`config.mk`:
```
export PLATFORM = sky130hd
export DESIGN_NAME = wptr_full_ctrl
export DESIGN_NICKNAME = d
export VERILOG_FILES = /design/src/rtl/fifo_pkg.sv /design/src/rtl/gray2bin_conv.sv /design/src/rtl/wptr_full_ctrl.sv
export SDC_FILE = /design/constraint.sdc
export NUM_CORES = 1
export LEC_CHECK = 0
export BUFFER_PORTS_ARGS = -buffer_cell sky130_fd_sc_hd__buf_4
export CAP_MARGIN = 20
export CELL_PAD_IN_SITES_DETAIL_PLACEMENT = 1
export CELL_PAD_IN_SITES_GLOBAL_PLACEMENT = 2
export CORE_UTILIZATION = 33
export CTS_CLUSTER_DIAMETER = 150
export DETAILED_ROUTE_END_ITERATION = 16
export PLACE_DENSITY_LB_ADDON = 0.05
export SLEW_MARGIN = 20
export SYNTH_ARGS = -nofsm -noshare
export SYNTH_HDL_FRONTEND = slang
export SYNTH_SLANG_ARGS = --single-unit
export TNS_END_PERCENT = 100
```
`constraint.sdc`:
```
create_clock -name CLK -period 3.5 [get_ports CLK]
set_clock_uncertainty 0.2 [all_clocks]
set_input_delay 0.7 -clock CLK [delete_from_list [all_inputs] [get_ports CLK]]
set_output_delay 0.7 -clock CLK [all_outputs]
set_load 0.01 [all_outputs]
```
`src/rtl/fifo_pkg.sv`:
```
// Shared async-FIFO pointer definitions and Gray/binary helpers.
// The helpers take 32-bit operands so any narrower pointer can use them after zero-extension.
package fifo_pkg;

   localparam int ADDR_WIDTH = 9;

   typedef logic [ADDR_WIDTH:0] ptr_t;

   function automatic logic [31:0] bin2gray(input logic [31:0] bin);
      return bin ^ (bin >> 5'd1);
   endfunction

   // Zero-extended Gray input leaves the upper bits zero, so decoding from bit 31 down is width-agnostic
   function automatic logic [31:0] gray2bin(input logic [31:0] gray);
      logic [31:0] bin;
      bin[31] = gray[31];
      for (int i = 30; i >= 0; i--) begin
         bin[i] = bin[i+1] ^ gray[i];
      end
      return bin;
   endfunction

endpackage

```
`src/rtl/gray2bin_conv.sv`:
```
// Gray-to-binary pointer decoder of configurable width.
module gray2bin_conv
   import fifo_pkg::*;
#(
   parameter int width = ADDR_WIDTH + 1
)(
   input  logic [width-1:0] GRAY,
   output logic [width-1:0] BIN
);

   assign BIN = width'(gray2bin(32'(GRAY)));

endmodule

```
`src/rtl/wptr_full_ctrl.sv`:
```
// Write-side pointer, full, level and overflow control for an async FIFO.
// Optional almost-full flag is enabled by defining WPTR_ALMOST_FULL_EN.
module wptr_full_ctrl
   import fifo_pkg::*;
#(
   parameter int addr_width = ADDR_WIDTH,
   parameter int af_thresh  = 2**addr_width - 2
)(
   input  logic                  CLK,
   input  logic                  RST_N,
   input  logic                  WINC,
   input  logic [addr_width:0]   RPTR_SYNC,
   output logic                  WEN,
   output logic [addr_width-1:0] WADDR,
   output logic [addr_width:0]   WPTR,
   output logic                  WFULL,
   output logic [addr_width:0]   WLEVEL,
   output logic                  WOVF,
   output logic                  WALMOST_FULL
);

   localparam int P = addr_width + 1;

   logic [P-1:0] wbin_r;
   logic [P-1:0] wptr_r;
   logic         wfull_r;
   logic [P-1:0] wlevel_r;
   logic         wovf_r;

   logic         wen_s;
   logic [P-1:0] wbin_next_s;
   logic [P-1:0] wgray_next_s;
   logic [P-1:0] rbin_s;
   logic [P-1:0] full_cmp_s;
   logic         wfull_next_s;
   logic [P-1:0] wlevel_next_s;

   gray2bin_conv #(
      .width (P)
   ) u_rptr_dec (
      .GRAY (RPTR_SYNC),
      .BIN  (rbin_s)
   );

   assign wen_s         = WINC & ~wfull_r;
   assign wbin_next_s   = wbin_r + {{addr_width{1'b0}}, wen_s};
   assign wgray_next_s  = P'(bin2gray(32'(wbin_next_s)));
   // Full when the write pointer is one lap ahead: top two Gray bits inverted, rest equal
   assign full_cmp_s    = {~RPTR_SYNC[P-1:P-2], RPTR_SYNC[P-3:0]};
   assign wfull_next_s  = (wgray_next_s == full_cmp_s);
   assign wlevel_next_s = wbin_next_s - rbin_s;

   // Pointer, status and sticky overflow registers
   always_ff @(posedge CLK or negedge RST_N) begin
      if (!RST_N) begin
         wbin_r   <= {P{1'b0}};
         wptr_r   <= {P{1'b0}};
         wfull_r  <= 1'b0;
         wlevel_r <= {P{1'b0}};
         wovf_r   <= 1'b0;
      end else begin
         wbin_r   <= wbin_next_s;
         wptr_r   <= wgray_next_s;
         wfull_r  <= wfull_next_s;
         wlevel_r <= wlevel_next_s;
         wovf_r   <= wovf_r | (WINC & wfull_r);
      end
   end

`ifdef WPTR_ALMOST_FULL_EN
   localparam logic [P-1:0] AF_THRESH_C = P'(af_thresh);

   logic walmost_full_r;

   // Almost-full tracks the same next-state level as WLEVEL
   always_ff @(posedge CLK or negedge RST_N) begin
      if (!RST_N) begin
         walmost_full_r <= 1'b0;
      end else begin
         walmost_full_r <= (wlevel_next_s >= AF_THRESH_C);
      end
   end

   assign WALMOST_FULL = walmost_full_r;
`else
   assign WALMOST_FULL = 1'b0;
`endif

   assign WEN    = wen_s;
   assign WADDR  = wbin_r[addr_width-1:0];
   assign WPTR   = wptr_r;
   assign WFULL  = wfull_r;
   assign WLEVEL = wlevel_r;
   assign WOVF   = wovf_r;

endmodule

```
==> results.toml, run 1 <==
[clock_network]
cts_tree = "done"
cts_buffers = 5
root_buffer = "clkbuf_8"
cts_hold_buffers = 0
path_clk_slew_ns = 0.06
cts.sinks = 31
clkLatencyLatePin_ns = 0.28
ctsHtreeMaxLevel = 2
cts_buffer_depth = 2

[detailed_routing]
vias = 1404
antenna_left = 0
dr.pass1.iters = 2
totalWireLength_mm = 4.64
drc = 0
via_per_inst = 4.51
drt_iter0_drc = 24
routedWlPerCell_um = 14.9

[critical_path]
cp.arrival_ns = 3.65
crit_type = "in2reg"
required_ns = 3.46
path_cells = "buf_6, xnor3_2, xor2_4, xor2_2, xor2_2, xor2_2, xnor2_1, ha_2, inv_2, fa_2, a21o_1, a21oi_2, o21ai_2, a21oi_2, o21ai_1, xor2_1"
cp_max_fo = 3
worst_path_max_delay_cell = "xnor3_2"
max_stage_delay_ns = 0.46
cp-end-kind = "flop"
reg2reg_depth = 12
crit_top_cell = "xor2_2"
start_kind = "input port"

[grt]
grt_usage = 0.174
grt_pass1_wl_mm = 7.13
grt_max_degree = 32
first_global_vias = 1473
antenna_found_initial = 0
globalRouteOverflowTotal = 0

[status]
violations = "setup timing"
run_status = "complete, but fails checks"

[power_and_ir_drop]
power.internal_w = 0.00155
ir_drop_v = 0.000489
swShare = 0.388
p_sw_w = 0.000981
power_frac_comb = 0.658
seqPwrFrac = 0.236
power_leakage_nw = 1.34
powerDensity_mw_per_mm2 = 967
clockPowerShare = 0.106

[finish]
finalNetCount = 265
area_delta_synth_final_pct = 45.8
finalNonFillerCells = 311
nFillCells = 556
drive_above_1_share = 0.415
diodes = 0

[logic_synthesis]
synth-seq-cells = 31
synth_warnings = 0
synth_top_area_frac = 0.433
ys_types = 30
synth_async_sr_flop_share = 1.00
synth_fa_ha_area_frac = 0.0879
syn_inst = 156
synth_compound_area_frac = 0.0614
syn_nets = 181
synth-simple-area-share = 0.0907
synth_largest_area_cell = "dfrtp_1"
synth_edf_count = 0
synthTopCellsByCount = "dfrtp_1 (31), xnor2_1 (23), xor2_1 (16), inv_1 (15), ha_1 (11)"
avgSynthCellArea_um2 = 11.5
synth_area_leaders = "dfrtp_1 (43%), xnor2_1 (11%), xor2_1 (7.8%)"
synth_ff_type = "dfrtp_1"
synthMuxAreaShare = 0.0112
synth_most_common_cell = "dfrtp_1"
synth_seq_area_share = 0.433
synth_top_family_by_area = "XOR/XNOR gates"
synth_xor_area_frac = 0.278
syn-cell-area_mm2 = 0.00179

[die]
initial_core_util = 0.347
rows = 26
fp.dieW_um = 75.7
die_h_um = 75.7
ioPinCount = 46
die_area_mm2 = 0.00573
core_mm2 = 0.00517

[place]
gp_congestion = 0.849
place_ws_ns = -0.612
dpl.cell_count = 294
hpwlAfterDp_mm = 3.58
port-buffer-count = 44

[min_path]
holdCritPathClass = "in2async"

[sta]
slew_viol_final = 0
hold_violations = 0
worst_slack_ns = -0.185
finalSetupViolCount = 4
fmax_ghz = 0.271
period_share = 1.05
rsz0062_at_grt = "yes"
finalSetupTns_ns = -0.476
min_period_ns = 3.69

[job]
max_cap_violations = 0
==> worst max-delay path, delay by kind of cell <==
family | cells | cell delay (ns)
xor+xnor | 7 | 1.64
compound gates | 5 | 0.64
fa+ha+maj | 2 | 0.56
buf+inv | 2 | 0.12
==> kinds of logic after synthesis <==
logic type	count (synthesis)
AND/OR/NAND/NOR	30
flip-flops	31
buffers and inverters	16
XOR/XNOR	47
AO/OA/AOI/OAI	17
multiplexers	2
adder cells (fa/ha/maj)	12
other	1
==> through the flow <==
stage / cell area [µm²] / utilization / hold slack (ns) / power (W)
3_5_place_dp: 2400 / 0.465 / 0.248 / 0.00208
4_1_cts: 2580 / 0.498 / 0.151 / 0.00254
3_3_place_gp: 2400 / 0.465 / 0.241 / 0.00203
6_report: 2620 / 0.506 / 0.149 / 0.00253
2_1_floorplan: 1810 / - / 0.204 / 0.00139
5_1_grt: 2620 / 0.506 / 0.165 / 0.00271
==> routing by layer <==
layer  vias up  wire length [µm]  global-route usage
met3         5               173              0.0410
met4         0                34              0.0432
met5         -                 0                   0
met1       701              2020               0.220
li1        671                 -                   -
met2        27              2410               0.300
==> power groups by stage <==
stage	combinational, W	sequential (W)	clock, W
6_report	0.00166	0.000598	0.000268
5_1_grt	0.00180	0.000618	0.000296
4_1_cts	0.00165	0.000600	0.000282
3_5_place_dp	0.00148	0.000604	0
3_3_place_gp	0.00144	0.000599	0
2_1_floorplan	0.000737	0.000657	0
==> cells in the final DEF, fill, tap and decap left out, types with 2 or more instances in the layout <==
cell type  Yosys  layout
xnor2_2        0       2
inv_1         15      14
dfrtp_1       31      31
and3_1         4       4
and2_1         3       3
a31oi_1        3       2
buf_4          1      74
xor2_1        16      16
buf_6          0       4
nor2_1         2       2
clkbuf_1       0       2
nand3_1        6       6
xor2_2         4       3
nor3_1         2       2
clkbuf_8       0       5
nor2b_1        2       2
or3_1          2       2
nand2_1        6       6
a21oi_2        0       2
xnor3_1        2       2
a21o_1         4       4
xnor2_1       23      21
and4_1         2       2
a21oi_1        4       2
ha_1          11      10
mux2i_1        2       2
==> state kept, by name, indices dropped and copies added (netlist names) <==
register  flops
WFULL         1
WOVF          1
WLEVEL       10
WPTR          9
wbin_r       10
==> final timing paths <==
check,endpoint,startpoint,slack (ns)
setup / recovery,WLEVEL[8],RPTR_SYNC[7],-0.19
hold / removal,WLEVEL[1],RST_N,0.15
setup reg to reg,WLEVEL[9],WFULL,0.48
hold reg to reg,WOVF,WOVF,0.26
max in group asynchronous,WLEVEL[7],RST_N,2.66
min in group CLK,WOVF,WOVF,0.26
==> final cells by class <==
cell class	count	area, µm²	share of cell area
multi-input cells	109	1010	0.388
flip-flops and latches	31	776	0.297
repair buffers	78	601	0.230
well taps	70	87.6	0.0335
clock buffers	7	76.3	0.0292
inverters	15	56.3	0.0215
clock inverters	1	5.00	0.00191
==> timing repair <==
action                     CTS  global route
gates resized for setup     10             2
setup endpoints to repair    6             6
pin swaps                   14            12
buffers inserted             8             4
Power figures use the tool's default switching activity.
==> run 2: changes to the inputs <==
--- a/config.mk
+++ b/config.mk
@@ -5,13 +5,13 @@
 export SDC_FILE = /design/constraint.sdc
 export NUM_CORES = 1
 export LEC_CHECK = 0
-export BUFFER_PORTS_ARGS = -buffer_cell sky130_fd_sc_hd__buf_4
 export CAP_MARGIN = 20
 export CELL_PAD_IN_SITES_DETAIL_PLACEMENT = 1
 export CELL_PAD_IN_SITES_GLOBAL_PLACEMENT = 2
-export CORE_UTILIZATION = 33
+export CORE_UTILIZATION = 40
 export CTS_CLUSTER_DIAMETER = 150
 export DETAILED_ROUTE_END_ITERATION = 16
+export DONT_BUFFER_PORTS = 1
 export PLACE_DENSITY_LB_ADDON = 0.05
 export SLEW_MARGIN = 20
 export SYNTH_ARGS = -nofsm -noshare
==> run 2 against run 1 <==
Effect of this change: the flow still finishes with violations (setup timing); die area shrank 17%; combinational power is 28% lower; clock power up 6%; critical path type unchanged; largest cell class unchanged; largest power group unchanged.
==> results.toml, run 2 (synthesis results as in run 1) <==
[grt]
first_global_vias = 1283
grt_pass1_wl_mm = 6.37
grt_max_degree = 32
grt_usage = 0.189
antenna_found_initial = 0
globalRouteOverflowTotal = 0

[sta]
min_period_ns = 3.61
finalSetupTns_ns = -0.158
worst_slack_ns = -0.107
period_share = 1.03
finalSetupViolCount = 2
slew_viol_final = 0
hold_ws_ns = 0.0414
hold_violations = 0
fmax_ghz = 0.277
rsz0062_at_grt = "yes"
timing.slew.headroom = 0.666
worst_pin_slew_ns = 0.497

[status]
violations = "setup timing"
run_status = "complete, but fails checks"

[critical_path]
crit_type = "in2reg"
start_kind = "input port"
required_ns = 3.45
cp-end-kind = "flop"
ff2ff_setup_slack_ns = 0.31
cp.arrival_ns = 3.56
cp_max_fo = 2

[finish]
seq_area_um2 = 776
finalNetCount = 209
area_delta_synth_final_pct = 21.0
drive_above_1_share = 0.245
nFillCells = 462
diodes = 0
final_util = 0.524
multi_input_area_mm2 = 0.00101
layout_commonest_cell = "dfrtp_1"
finalNonFillerCells = 234
mostFrequentLayoutCells = "dfrtp_1 (31), buf_4 (21), xnor2_1 (20)"

[detailed_routing]
routedWlPerCell_um = 16.9
totalWireLength_mm = 3.96
vias = 1147
via_per_inst = 4.90
antenna_left = 0
drc = 0
dr.pass1.iters = 3
drt_iter0_drc = 40

[power_and_ir_drop]
seqPwrFrac = 0.315
ir_drop_v = 0.000558
power_leakage_nw = 1.08
power.internal_w = 0.00129
p_sw_w = 0.000855
power_frac_comb = 0.554
swShare = 0.398
powerDensity_mw_per_mm2 = 991
clockPowerShare = 0.131

[clock_network]
path_clk_slew_ns = 0.07
cts_buffer_depth = 2
ctsHtreeMaxLevel = 2
cts_tree = "done"
cts_buffers = 5
clkLatencyLatePin_ns = 0.28
root_buffer = "clkbuf_8"
cts.sinks = 31

[job]
max_cap_violations = 0

[die]
ioPinCount = 46
die_area_mm2 = 0.00475
fp.dieW_um = 69.0
initial_core_util = 0.433
die_h_um = 69.0
core_mm2 = 0.00414
rows = 23

[place]
port-buffer-count = 0
gp_congestion = 0.807
place_ws_ns = -0.453
hpwlAfterDp_mm = 2.92
dpl.cell_count = 219

[min_path]
holdCritPathClass = "in2async"
-- run 2: changes by cell type in the layout (fill, tap and decap cells not counted) --
cell / previous run / this run
buf_4: 74 / 21
buf_6: 4 / 0
clkbuf_1: 2 / 0
buf_12: 0 / 1
clkbuf_8: 5 / 6
o21ai_1: 1 / 2
o21ai_4: 1 / 0
xnor2_1: 21 / 20
xnor2_2: 2 / 3
-- run 2: worst paths after layout --
kind | from | cells after the start | to
setup / recovery | RPTR_SYNC[7] | 15 | WLEVEL[8]
min in group CLK | WOVF | 1 | WOVF
setup reg to reg | WFULL | 12 | WLEVEL[7]
hold / removal | RST_N | 1 | wbin_r[9]
hold reg to reg | WOVF | 1 | WOVF
max in group asynchronous | RST_N | 1 | WPTR[4]
-- run 2: per-stage QoR --
| step | area [µm²] | total power [W] |
|---|---|---|
| global route | 2170 | 0.00234 |
| CTS | 2130 | 0.00212 |
| global placement | 1970 | 0.00170 |
| floorplan | 1810 | 0.00139 |
| finish | 2170 | 0.00215 |
| detailed placement | 1970 | 0.00173 |
-- run 2: worst max-delay path, cell delays in order --
cell	delay, ns
xnor3_2	0.45
xor2_4	0.18
xor2_2	0.22
xor2_2	0.24
xor2_2	0.20
xnor2_1	0.14
ha_2	0.22
inv_2	0.05
fa_2	0.35
a21o_1	0.18
a21oi_2	0.16
o21ai_2	0.07
a21oi_2	0.16
o21ai_1	0.09
xor2_1	0.15
-- run 2: metal layers --
metal  GRT usage  vias up  wire length [µm]
met2       0.305       28              1950
li1            -      558                 -
met3      0.0559        5               221
met4      0.0536        0                41
met5           0        -                 0
met1       0.245      556              1750
-- run 2: what timing repair did --
action,CTS,global route
endpoints found under the hold margin,31,0
buffers inserted,5,3
endpoints found under the setup margin,5,5
gates resized for setup,4,3
pin swaps,6,3
hold buffers,1,0
-- run 2: power groups by stage --
stage	Combinational, W	Sequential, W	Clock (W)
final	0.00119	0.000677	0.000283
after global routing	0.00133	0.000703	0.000308
after CTS	0.00114	0.000683	0.000299
after detailed placement	0.00104	0.000688	0
after global placement	0.00101	0.000686	0
after floorplan	0.000737	0.000657	0
-- run 2: layout make-up --
type / count / share of cell area
clock buffer: 6 / 0.0381
timing repair buffer: 22 / 0.0819
tap: 50 / 0.0288
multi-input combinational: 109 / 0.465
clock inverter: 1 / 0.00231
sequential: 31 / 0.358
inverter: 15 / 0.0260
